<file path="src/rtl/kabeta_irq_pkg.sv">
// Shared types and constants for the Kabeta core interrupt controller.
package kabeta_irq_pkg;

  localparam int unsigned DEF_NUM_SRC     = 4;
  localparam int unsigned DEF_SYNC_STAGES = 2;

  typedef enum logic [1:0] {
    IDLE   = 2'b00,
    REQ    = 2'b01,
    WAIT_S = 2'b10
  } irq_state_e;

  function automatic int unsigned clog2(input int unsigned n);
    int unsigned r;
    r = 0;
    while ((32'd1 << r) < n) r++;
    return r;
  endfunction

endpackage

</file>
<file path="src/rtl/kabeta_irq_controller_irq_sync.sv">
// Single-bit multi-flop synchroniser with asynchronous active-high reset.
module irq_sync #(
  parameter int unsigned STAGES = 2
) (
  input  logic i_clk,
  input  logic i_rst,
  input  logic i_d,
  output logic o_q
);

  logic [STAGES-1:0] r_sync;

  always_ff @(posedge i_clk or posedge i_rst) begin
    if (i_rst) r_sync <= '0;
    else       r_sync <= {r_sync[STAGES-2:0], i_d};
  end

  assign o_q = r_sync[STAGES-1];

endmodule

</file>
<file path="src/rtl/kabeta_irq_controller.sv">
// Multi-source fixed-priority interrupt controller feeding the branch-exception unit.
// Define IRQ_EDGE_DETECT_EN for edge-latched pending; default build is level mode.
module kabeta_irq_controller
  import kabeta_irq_pkg::*;
#(
  parameter int unsigned         NUM_SRC     = DEF_NUM_SRC,
  parameter int unsigned         ID_W        = clog2(NUM_SRC),
  parameter int unsigned         SYNC_STAGES = DEF_SYNC_STAGES,
  parameter logic [NUM_SRC-1:0]  MASK_INIT   = '1
) (
  input  logic               Sys_Clock,
  input  logic               Sys_Reset,
  input  logic [NUM_SRC-1:0] Irq_Src,
  input  logic               Irq_Mask_Wr,
  input  logic [NUM_SRC-1:0] Irq_Mask_Data,
  input  logic               S_Mode_IF,
  input  logic               KIU_I_Ack,
  output logic               KIU_I_Req,
  output logic [ID_W-1:0]    KIU_I_Id,
  output logic [NUM_SRC-1:0] Irq_Src_Ack,
  output logic [NUM_SRC-1:0] Irq_Pending,
  output logic [NUM_SRC-1:0] Irq_Mask
);

  logic [NUM_SRC-1:0] w_sync;
  logic [NUM_SRC-1:0] w_elig;
  logic               w_any;
  logic [ID_W-1:0]    w_win_id;

  irq_state_e         r_state, w_state_nxt;
  logic               r_req, w_req_nxt;
  logic [ID_W-1:0]    r_id, w_id_nxt;
  logic [NUM_SRC-1:0] r_ack, w_ack_nxt;
  logic [NUM_SRC-1:0] r_pending;
  logic [NUM_SRC-1:0] r_mask;
`ifdef IRQ_EDGE_DETECT_EN
  logic [NUM_SRC-1:0] r_sync_d;
`endif

  for (genvar g = 0; g < NUM_SRC; g++) begin : g_sync
    irq_sync #(.STAGES(SYNC_STAGES)) u_sync (
      .i_clk (Sys_Clock),
      .i_rst (Sys_Reset),
      .i_d   (Irq_Src[g]),
      .o_q   (w_sync[g])
    );
  end

  assign w_elig = r_pending & r_mask;
  assign w_any  = |w_elig;

  // Fixed priority: scanning downward leaves the lowest eligible index.
  always_comb begin
    w_win_id = '0;
    for (int i = NUM_SRC - 1; i >= 0; i--) begin
      if (w_elig[i]) w_win_id = ID_W'(i);
    end
  end

  always_comb begin
    w_state_nxt = r_state;
    w_req_nxt   = 1'b0;
    w_id_nxt    = '0;
    w_ack_nxt   = '0;
    case (r_state)
      IDLE: begin
        if (w_any && !S_Mode_IF) begin
          w_state_nxt = REQ;
          w_req_nxt   = 1'b1;
          w_id_nxt    = w_win_id;
        end
      end
      REQ: begin
        if (KIU_I_Ack) begin
          w_state_nxt = WAIT_S;
          w_ack_nxt   = NUM_SRC'(1) << r_id;
        end else if (S_Mode_IF) begin
          w_state_nxt = IDLE;
        end else begin
          w_req_nxt = 1'b1;
          w_id_nxt  = r_id;
        end
      end
      // Hold off until the core's mode switch is visible on the IF stage.
      WAIT_S: begin
        if (S_Mode_IF) w_state_nxt = IDLE;
      end
      default: w_state_nxt = IDLE;
    endcase
  end

  always_ff @(posedge Sys_Clock or posedge Sys_Reset) begin
    if (Sys_Reset) begin
      r_state <= IDLE;
      r_req   <= 1'b0;
      r_id    <= '0;
      r_ack   <= '0;
    end else begin
      r_state <= w_state_nxt;
      r_req   <= w_req_nxt;
      r_id    <= w_id_nxt;
      r_ack   <= w_ack_nxt;
    end
  end

  always_ff @(posedge Sys_Clock or posedge Sys_Reset) begin
    if (Sys_Reset) begin
      r_mask <= MASK_INIT;
    end else if (Irq_Mask_Wr) begin
      r_mask <= Irq_Mask_Data;
    end
  end

  // Edge mode: a fresh rising edge overrides the grant clear of the same bit.
`ifdef IRQ_EDGE_DETECT_EN
  always_ff @(posedge Sys_Clock or posedge Sys_Reset) begin
    if (Sys_Reset) begin
      r_sync_d  <= '0;
      r_pending <= '0;
    end else begin
      r_sync_d  <= w_sync;
      r_pending <= (r_pending & ~w_ack_nxt) | (w_sync & ~r_sync_d);
    end
  end
`else
  always_ff @(posedge Sys_Clock or posedge Sys_Reset) begin
    if (Sys_Reset) r_pending <= '0;
    else           r_pending <= w_sync;
  end
`endif

  assign KIU_I_Req   = r_req;
  assign KIU_I_Id    = r_id;
  assign Irq_Src_Ack = r_ack;
  assign Irq_Pending = r_pending;
  assign Irq_Mask    = r_mask;

endmodule

</file>
<file path="config.mk">
export PLATFORM = sky130hd
export DESIGN_NAME = kabeta_irq_controller
export DESIGN_NICKNAME = d
export VERILOG_FILES = /design/src/rtl/kabeta_irq_pkg.sv /design/src/rtl/kabeta_irq_controller_irq_sync.sv /design/src/rtl/kabeta_irq_controller.sv
export SDC_FILE = /design/constraint.sdc
export NUM_CORES = 1
export LEC_CHECK = 0
export CORE_ASPECT_RATIO = 1.25
export CORE_MARGIN = 1.5
export CORE_UTILIZATION = 38
export CTS_CLUSTER_SIZE = 14
export DETAILED_ROUTE_END_ITERATION = 6
export GPL_ROUTABILITY_DRIVEN = 0
export PLACE_DENSITY = 0.74
export SYNTH_ARGS = -nofsm -noshare
export SYNTH_HDL_FRONTEND = slang
export SYNTH_SLANG_ARGS = --single-unit
</file>
<file path="constraint.sdc">
create_clock -name Sys_Clock -period 1.25 [get_ports Sys_Clock]
set_clock_uncertainty 0.1 [all_clocks]
set_input_delay 0.1875 -clock Sys_Clock [delete_from_list [all_inputs] [get_ports Sys_Clock]]
set_output_delay 0.1875 -clock Sys_Clock [all_outputs]
set_load 0.1 [all_outputs]
</file>
* After elaboration in Yosys (flattened, before gate mapping)
Index checks and enable logic that the tools add are counted.
Cells by class: add/sub/neg operators 0, $mul 0, divide/modulo/power cells 0, magnitude comparators 0, eq/ne operators 4, shift operators 1, mux-type cells 18, bitwise logic cells 1, reductions and logical operators 4
Operators with widths (number):
- $mux W2 | 10
- $mux W4 | 2
- $pmux W2 S3 | 1
- $and A4 B4 Y4 | 1
- $pmux W2 S2 | 1
- $reduce_or A4 Y1 | 1
- $shl A1 B2 Y4 const A | 1
- $mux W1 | 3
- $ne A3 B3 Y1 const B | 1
- $eq A2 B1 Y1 const B | 1
- $eq A2 B2 Y1 const B | 1
- $logic_not A2 Y1 | 1
- $ne A2 B2 Y1 const B | 1
- $pmux W1 S2 | 1
- $logic_and A1 B1 Y1 | 1
- $logic_not A1 Y1 | 1
Word-level totals: flip-flop bits (word level) 25, bits in latches 0, memory bits (writable) 0, bits in read-only memories 0, input port bits 13, output and inout bits 15, word-level logic and storage cells 38, memories 0

* Depth between registers and ports, before layout
Gate-level depths: netlist of the first run.
word-level depth 7, gate-level depth with buffers 3

* Modules after synthesis
From an unflattened synthesis of the first run, not the netlist that was laid out.
Unflattened totals: cell total of the unflattened synthesis 57, area total of the unflattened synthesis 837.1 µm²
Modules (own cells, without submodules):
- kabeta_irq_controller | times used 1, cells an instance 45, area an instance 621.8 µm²
- irq_sync | times used 4, cells an instance 3, area an instance 53.8 µm²

* Worst setup path after synthesis of the first run
OpenSTA, ideal clock, no wires.
kind register -> register, start point register r_pending[2], in the netlist Irq_Pending[2], end point register r_id[0], in the netlist KIU_I_Id[0], setup time 0.123 ns, arrival 1.535 ns, required time 1.027 ns, slack -0.508 ns, cell stages (with the launch flop) 4, path buffers 0, period minus slack after synthesis 1.758 ns, cell sequence dfrtp_1 -> nand2_1 -> a32o_1 -> a32o_1
Between the ends: word-level cells in the longest chain between the ends 6, elaborated cells between the ends (all ways) 8, classes of those cells mux: 5; bitwise: 1; reduce/logical: 2
Ends and longest elaborated chain:
- from (decl) | RTL line kabeta_irq_controller.sv:34 | logic [NUM_SRC-1:0] r_pending;
- from (signal assigned) | RTL line kabeta_irq_controller.sv:128 | else r_pending <= w_sync;
- $and A4 B4 Y4 * | RTL line kabeta_irq_controller.sv:49 | assign w_elig = r_pending & r_mask;
- $mux W2 (3 in series) | RTL line kabeta_irq_controller.sv:56 | if (w_elig[i]) w_win_id = ID_W'(i);
- $mux W2 * | RTL line kabeta_irq_controller.sv:67 | if (w_any && !S_Mode_IF) begin
- $pmux W2 S2 * | RTL line kabeta_irq_controller.sv:65 | case (r_state)
- to (signal assigned) | RTL line kabeta_irq_controller.sv:101 | r_id <= w_id_nxt;
- to (decl) | RTL line kabeta_irq_controller.sv:32 | logic [ID_W-1:0] r_id, w_id_nxt;
Mark *: on every way between the ends. The rest lies on a longest branch, timed or not. A chain may end at the register's enable or synchronous reset.

* Final worst setup path of the first run
start point register r_mask[2], in the netlist Irq_Mask[2], end point output Irq_Mask[2]
RTL lines:
- from (decl) | RTL line kabeta_irq_controller.sv:35 | logic [NUM_SRC-1:0] r_mask;
- from (signal assigned) | RTL line kabeta_irq_controller.sv:110 | r_mask <= Irq_Mask_Data;
- to (decl) | RTL line kabeta_irq_controller.sv:22 | output logic [NUM_SRC-1:0] Irq_Mask
No word-level cell between the ends.

==> results of run 1 <==
worst max-delay path, delay by kind of cell (launching register included):
family	cells	cell delay (ns)
buffers and inverters	2	0.26
DFF	1	0.64
path summary, 6_finish.rpt:
check                                      startpoint                          to  cells after the start
min in group Sys_Clock                     Irq_Src[0]  g_sync[0].u_sync.r_sync[0]                      1
hold / removal                              Sys_Reset                  r_state[1]                      3
setup / recovery                          Irq_Mask[2]                 Irq_Mask[2]                      2
setup reg to reg                          Irq_Mask[2]                 KIU_I_Id[0]                      4
hold reg to reg            g_sync[2].u_sync.r_sync[1]              Irq_Pending[2]                      0
max in group asynchronous                   Sys_Reset                 Irq_Mask[3]                      3
Yosys cell counts:
| cell | number |
|---|---|
| mux2_2 | 2 |
| nor4b_2 | 1 |
| a22oi_1 | 1 |
| nor4_1 | 1 |
| a31oi_1 | 2 |
| a21oi_1 | 2 |
| dfrtp_1 | 21 |
| nor4b_1 | 2 |
| dfstp_2 | 4 |
| a32o_1 | 3 |
| inv_1 | 1 |
| a21o_1 | 1 |
| and3_1 | 1 |
| nor2_1 | 3 |
| nand2_1 | 4 |
| mux2_1 | 2 |
kinds of logic after synthesis:
kind of cell,share of synthesized area (%)
buffers and inverters,0.458
AOI/OAI and AO/OA,8.26
muxes,5.50
and+or+nand+nor,8.72
DFF,77.1
layout by cell type (no fill, tap or decap), drive strengths merged, types with 2 or more instances in the layout:
| cell | instances |
|---|---|
| a21oi | 2 |
| mux2 | 4 |
| dfstp | 4 |
| clkdlybuf4s50 | 12 |
| clkbuf | 3 |
| nor2 | 3 |
| nor4b | 3 |
| buf | 27 |
| a31oi | 2 |
| dfrtp | 21 |
| nand2 | 4 |
| a32o | 3 |
power by group:
part | leakage [nW] | internal (mW) | total (mW) | switching (mW)
clock network | 0.0177 | 0.120 | 0.340 | 0.221
registers | 0.298 | 0.889 | 0.951 | 0.0624
logic | 0.324 | 0.262 | 0.632 | 0.370
area by class of cell:
class | instances | area (um^2)
Sequential cell | 25 | 658
Fill cell | 124 | 556
Timing Repair Buffer | 39 | 527
Multi-Input combinational cell | 25 | 208
Tap cell | 20 | 25.0
Clock buffer | 3 | 22.5
Clock inverter | 1 | 5.00
Inverter | 1 | 3.75
flip-flops by register name, indices dropped and copies added (netlist names):
| signal | flops |
|---|---|
| Irq_Pending | 4 |
| g_sync.u_sync.r_sync | 8 |
| Irq_Mask | 4 |
| Irq_Src_Ack | 4 |
| r_state | 2 |
| KIU_I_Id | 2 |
| KIU_I_Req | 1 |
repair_timing:
item / 4_1_cts / 5_1_grt
pin swaps: 2 / 1
setup endpoints to repair: 10 / 14
resized for setup: 3 / 1
endpoints found under the hold margin: 0 / 0
setup buffers: 7 / 2
layer usage:
metal  track usage [%]  wire length, um  up-vias
met4              9.09               38        0
met5                 0                0        -
met3              2.97               39        4
met2              27.8              915       12
met1              17.8              628      303
li1                  -                -      273
==> impl_metrics.ini, run 1 <==
[timing]
worstMarginPinSlew_ns = 0.281
drv_slew = 0
setup_slack_ns = -0.242
fmax_mhz = 670
period_share_pct = 119
timing.setup.tns_ns = -1.27
setup-violations-final = 10
period_needed_ns = 1.49
max_slew_margin_pct = 81.0
rsz0062_at_grt = yes
hold_ws_ns = 0.0821
hold_viol = 0

[setup_path]
critPathLaunchType = register
endpoint_kind = output pin
reg2reg_slack_ns = -0.17
crit_chain = buf_6 > buf_12
arrival_ns = 1.20
critPathSlowestCell = dfstp_4
critPathMaxFanout = 2
path_class = reg2out
crit_required_ns = 0.96
cp_slowest_stage_delay_ns = 0.64

[logic_synthesis]
ys_types = 16
syn_area_um2 = 818
ys_ff_latch = 25
synth_nets = 64
ys_seq_area_share_pct = 77.1
syn_inst = 51
synth.yosys.warnings = 0
yosysTopAreaCellShare_pct = 64.2
synth_area_leaders = dfrtp_1, dfstp_2, a32o_1
yosysTopAreaCell = dfrtp_1
syn_area_per_cell_um2 = 16.0

[cells_and_area]
drive_gt1_share_pct = 52.1
finish.net_count = 108
antenna_cells = 0
fin_cells = 114
utilization_pct = 72.3
area_delta_synth_final_pct = 77.1
design_area_um2 = 1450

[clocking]
htree_levels = 1
cts-buffers-inserted = 3
tritoncts = yes
clk_latency_ns = 0.31
postCtsHoldBufs = 0
cts-root-buf = clkbuf_4
clock-sinks = 25
clockBufferDepth = 2
clk_pin_slew_ns = 0.12

[power]
ir_worst_vdd_mv = 1.13
powerDensity_nw_per_um2 = 1330
fin_total_pwr_mw = 1.92
leakagePower_nw = 0.640

[global_routing]
grt_first_pass_wirelength_um = 2680
grt_pass1_vias = 571
grt_usage_pct = 15.8
gr-total-overflow = 0
antenna_found_initial = 0
grt_max_degree = 26

[place]
io_buffers = 27
dp_slack_ns = -0.0869
place_area_um2 = 1340
dpl.hpwl_um = 1200
placed_cells = 101

[floorplan]
fp-row-count = 18
die_h_um = 54.9
die_width_um = 44.5
core-area_um2 = 2000
start_util_pct = 40.8
die_area_um2 = 2440
io_pins = 28

[route]
ant_nets = 0
totalWireLength_um = 1620
viasPerCell = 5.19
drtPass1Iterations = 6
drt-initial-drc-count = 5
wl_per_cell_um = 14.2
vias = 592
drc = 1

[run_status]
violations = DRC, setup timing
status = complete, but fails checks

[hold_path]
hold_path.class = in2async

[job]
max-cap-violations = 0
Power figures use the tool's default switching activity.
==> run 2, diff against run 1 <==
--- a/config.mk
+++ b/config.mk
@@ -5,13 +5,13 @@
 export SDC_FILE = /design/constraint.sdc
 export NUM_CORES = 1
 export LEC_CHECK = 0
+export ABC_AREA = 1
 export CORE_ASPECT_RATIO = 1.25
-export CORE_MARGIN = 1.5
-export CORE_UTILIZATION = 38
-export CTS_CLUSTER_SIZE = 14
+export CORE_UTILIZATION = 39
+export CTS_CLUSTER_SIZE = 24
 export DETAILED_ROUTE_END_ITERATION = 6
 export GPL_ROUTABILITY_DRIVEN = 0
-export PLACE_DENSITY = 0.74
+export PLACE_DENSITY = 0.75
 export SYNTH_ARGS = -nofsm -noshare
 export SYNTH_HDL_FRONTEND = slang
 export SYNTH_SLANG_ARGS = --single-unit
==> impl_metrics.ini, run 2 <==
[route]
totalWireLength_um = 1610
viasPerCell = 4.96
drtPass1Iterations = 7
vias = 610
ant_nets = 0
drc = 7
wl_per_cell_um = 13.1
drt-initial-drc-count = 15

[setup_path]
crit_chain = buf_12
critPathMaxFanout = 3
cp_slowest_stage_delay_ns = 0.66
path_class = reg2out
cp_top_family = flip-flops
critPathSlowestCell = dfstp_4
r2r_start = Irq_Mask[2]
critPathLaunchType = register
cp-startpoint = Irq_Mask[1]
arrival_ns = 1.14
endpoint_kind = output pin
crit_buf_inv = 1
crit_required_ns = 0.96

[floorplan]
fp-row-count = 18
die_area_um2 = 2340
die_width_um = 43.5
core-area_um2 = 2000
start_util_pct = 41.8
die_h_um = 53.8
io_pins = 28

[logic_synthesis]
synth_flop_cell = dfrtp_1
yosysTopAreaCellShare_pct = 62.7
syn_area_um2 = 838
syn_inst = 65
synth.yosys.warnings = 0
syn_area_per_cell_um2 = 12.9
synth_nets = 78
synth_area_leaders = dfrtp_1, dfstp_2, mux2_2
yosysTopAreaCell = dfrtp_1
ys_types = 15
synth_commonest_cells = dfrtp_1, nand2_1, inv_1
ys_seq_area_share_pct = 75.2
async_reset_ff_share_pct = 100
synth-edff-count = 0
ys_ff_latch = 25
yosysMostFrequentCell = dfrtp_1

[cells_and_area]
utilization_pct = 71.3
largest_reg_flops = 8
fin_cells = 123
drive_gt1_share_pct = 49.5
area_delta_synth_final_pct = 70.4
regMostFlops = g_sync.u_sync.r_sync
antenna_cells = 0
mostFrequentLayoutCells = dfrtp_1, buf_12, clkdlybuf4s50_1
finish.net_count = 117

[timing]
period_share_pct = 114
period_needed_ns = 1.42
setup-violations-final = 8
fmax_mhz = 702
setup_slack_ns = -0.174
max_slew_margin_pct = 86.1
worstMarginPinSlew_ns = 0.208
drv_slew = 0
hold_viol = 0
rsz0062_at_grt = yes

[clocking]
tritoncts = yes
cts-buffers-inserted = 3
clk_pin_slew_ns = 0.12
htree_levels = 1
clockBufferDepth = 2
clk_latency_ns = 0.30
cts-root-buf = clkbuf_4
postCtsHoldBufs = 0
clock-sinks = 25

[place]
placed_cells = 114
dp_slack_ns = -0.0309
dpl.hpwl_um = 1200
io_buffers = 27

[run_status]
status = complete, but fails checks
violations = DRC, setup timing

[power]
powerDensity_nw_per_um2 = 1380
ir_worst_vdd_mv = 0.908
leakagePower_nw = 0.655

[global_routing]
grt_first_pass_wirelength_um = 2560
grt_pass1_vias = 615
antenna_found_initial = 0
grt_max_degree = 16
gr-total-overflow = 0
grt_usage_pct = 16.3

[job]
max-cap-violations = 0

[hold_path]
hold_path.class = in2async
==> run 2: final cells by class <==
class                      instances  area [um^2]
timing repair buffer              34          484
multi-input combinational         33          214
fill                             138          576
sequential                        25          653
clock buffer                       4         26.3
tap                               20         25.0
inverter                           7         26.3
==> run 2: power by group <==
part / total (mW) / internal (mW) / switching, mW
registers: 0.964 / 0.895 / 0.0687
clock network: 0.331 / 0.124 / 0.206
logic: 0.677 / 0.259 / 0.418
total: 1.97 / 1.28 / 0.693
==> run 2: final timing paths <==
check / to / slack (ns) / cells after the start
worst max register to register: KIU_I_Id[0] / -0.07 / 7
min in group Sys_Clock: g_sync[1].u_sync.r_sync[0] / 0.21 / 1
worst min register to register: Irq_Pending[0] / 0.26 / 0
worst max-delay path: Irq_Mask[1] / -0.17 / 1
worst min-delay path: g_sync[2].u_sync.r_sync[1] / 0.06 / 3
max in group asynchronous: Irq_Mask[3] / 0.77 / 3
==> run 2: worst register-to-register path, stage by stage, from the launching register on <==
cell and delay [ns]:
dfstp_4 0.65, buf_6 0.11, nand2_4 0.04, nand2_2 0.08
nor2_2 0.04, nor2_2 0.11, nand3_1 0.09, nand2_1 0.06
==> run 2: kinds of logic after synthesis <==
kind of cell | share of synthesized area (%)
buffers and inverters | 3.13
multiplexers | 5.37
flip-flops | 75.2
AO/OA/AOI/OAI | 1.19
AND/OR/NAND/NOR | 15.1
==> run 2: routing by layer <==
metal	track usage (%)	vias to the layer above	part of all wire, %
met5	0	-	0
met3	2.35	6	4.7
met1	15.5	297	36
met2	30.8	23	55
met4	13.0	0	3.4
li1	-	284	-
==> run 2: what timing repair did <==
| action | 4_1_cts | 5_1_grt |
|---|---|---|
| resized for setup | 9 | 2 |
| endpoints found under the setup margin | 7 | 13 |
| setup buffers | 3 | 2 |
| pin swaps | 1 | 1 |
==> run 2: stage by stage <==
stage                     power (mW)  TNS (ns)  cell area (um^2)  hold slack [ns]
final                           1.97    -0.888              1430           0.0577
after global routing            2.05     -1.31              1430           0.0985
after CTS                       1.98     -1.01              1410           0.0512
after global placement          1.59   -0.0196              1330            0.231
after detailed placement        1.61    -0.122              1330            0.236
after floorplan                 1.35    -0.379               868            0.111
==> run 3, diff against run 2 <==
--- a/config.mk
+++ b/config.mk
@@ -6,12 +6,14 @@
 export NUM_CORES = 1
 export LEC_CHECK = 0
 export ABC_AREA = 1
+export CELL_PAD_IN_SITES_DETAIL_PLACEMENT = 0
+export CELL_PAD_IN_SITES_GLOBAL_PLACEMENT = 1
 export CORE_ASPECT_RATIO = 1.25
-export CORE_UTILIZATION = 39
+export CORE_UTILIZATION = 30
 export CTS_CLUSTER_SIZE = 24
 export DETAILED_ROUTE_END_ITERATION = 6
 export GPL_ROUTABILITY_DRIVEN = 0
-export PLACE_DENSITY = 0.75
+export PLACE_DENSITY = 0.74
 export SYNTH_ARGS = -nofsm -noshare
 export SYNTH_HDL_FRONTEND = slang
 export SYNTH_SLANG_ARGS = --single-unit
==> impl_metrics.ini, run 3 (synthesized netlist as in run 2, its figures left out) <==
[timing]
setup_slack_ns = -0.174
max_slew_margin_pct = 87.5
hold_ws_ns = 0.0552
drv_slew = 0
rsz0062_at_grt = yes
worstMarginPinSlew_ns = 0.188
period_needed_ns = 1.42
period_share_pct = 114
hold_viol = 0
fmax_mhz = 702
setup-violations-final = 7

[place]
dpl.hpwl_um = 1180
io_buffers = 27
dp_slack_ns = -0.0462

[floorplan]
io_pins = 28
start_util_pct = 31.6
die_h_um = 61.1
die_area_um2 = 3010
fp-row-count = 21
die_width_um = 49.3
core-area_um2 = 2650

[cells_and_area]
area_delta_synth_final_pct = 69.0
finish.net_count = 117
regMostFlops = g_sync.u_sync.r_sync
mostFrequentLayoutCells = dfrtp_1, buf_12, clkdlybuf4s50_1
drive_gt1_share_pct = 47.6
largest_reg_flops = 8
antenna_cells = 0

[setup_path]
cp_top_family = flip-flops
crit_buf_inv = 1
critPathLaunchType = register
path_class = reg2out
crit_chain = buf_12
endpoint_kind = output pin
r2r_cells = 7
critPathMaxFanout = 2
critPathSlowestCell = dfstp_4
crit_required_ns = 0.96
arrival_ns = 1.14
crit_cells = 1
cp_slowest_stage_delay_ns = 0.65

[power]
powerDensity_nw_per_um2 = 1380
leakagePower_nw = 0.643
fin_total_pwr_mw = 1.96
ir_worst_vdd_mv = 0.716

[run_status]
violations = setup timing
status = complete, but fails checks

[global_routing]
grt_usage_pct = 11.7
antenna_found_initial = 0
grt_first_pass_wirelength_um = 2530
grt_pass1_vias = 600
gr-total-overflow = 0
grt_max_degree = 16

[job]
max-cap-violations = 0

[route]
wl_per_cell_um = 11.4
viasPerCell = 4.27
drt-initial-drc-count = 10
ant_nets = 0
totalWireLength_um = 1560
vias = 585
drtPass1Iterations = 3
drc = 0

[clocking]
clk_latency_ns = 0.31
clock-sinks = 25
tritoncts = yes
clk_pin_slew_ns = 0.13
cts-root-buf = clkbuf_4
clockBufferDepth = 2
htree_levels = 1
cts-buffers-inserted = 3

[hold_path]
hold_path.class = in2async
==> run 3: changes by cell type in the layout (fill, tap and decap cells not counted), sizes merged <==
cell	previous run	this run
clkbuf	4	3
clkinv	0	1
==> run 3: worst paths after layout <==
kind / start / to / slack (ns)
max in group asynchronous: Sys_Reset / Irq_Mask[3] / 0.78
worst min-delay path: Sys_Reset / g_sync[0].u_sync.r_sync[0] / 0.06
worst min register to register: g_sync[0].u_sync.r_sync[0] / g_sync[0].u_sync.r_sync[1] / 0.26
worst max-delay path: Irq_Mask[1] / Irq_Mask[1] / -0.17
min in group Sys_Clock: Irq_Src[1] / g_sync[1].u_sync.r_sync[0] / 0.19
worst max register to register: Irq_Mask[2] / KIU_I_Req / -0.07
==> run 3: repair_timing <==
item	4_1_cts	5_1_grt
hold endpoints to repair	0	0
setup buffers	5	0
setup endpoints to repair	8	14
pin swaps	0	0
gates resized for setup	2	0
hold buffers	0	0
==> run 3: cell type report <==
cell class	count	area [um^2]
clock buffer	3	22.5
clock inverter	1	5.00
fill	231	1240
inverter	7	26.3
multi-input combinational	33	194
sequential	25	653
tap	34	42.5
timing repair buffer	34	473
==> run 3: stage by stage <==
stage / std cells / setup TNS, ns / util [%] / area [um^2]
3_3_place_gp: 128 / -0.0550 / 50.7 / 1350
3_5_place_dp: 128 / -0.131 / 50.7 / 1350
5_1_grt: 137 / -1.44 / 53.4 / 1420
2_1_floorplan: 65 / -0.379 / - / 868
6_report: 137 / -0.881 / 53.4 / 1420
4_1_cts: 137 / -1.01 / 53.4 / 1420
==> run 3: routing by layer <==
| metal | up-vias | global-route usage, % | routed length (um) |
|---|---|---|---|
| met5 | - | 0 | 0 |
| met4 | 0 | 7.56 | 28 |
| met3 | 4 | 2.72 | 90 |
| met2 | 20 | 20.0 | 854 |
| met1 | 279 | 13.4 | 585 |
| li1 | 282 | - | - |
==> run 3: power by group <==
| group | switching (mW) | leakage, nW | internal (mW) | total [mW] |
|---|---|---|---|---|
| Sequential | 0.0569 | 0.298 | 0.894 | 0.951 |
| Combinational | 0.410 | 0.327 | 0.250 | 0.660 |
| Clock | 0.228 | 0.0177 | 0.120 | 0.348 |
| Total | 0.695 | 0.643 | 1.26 | 1.96 |
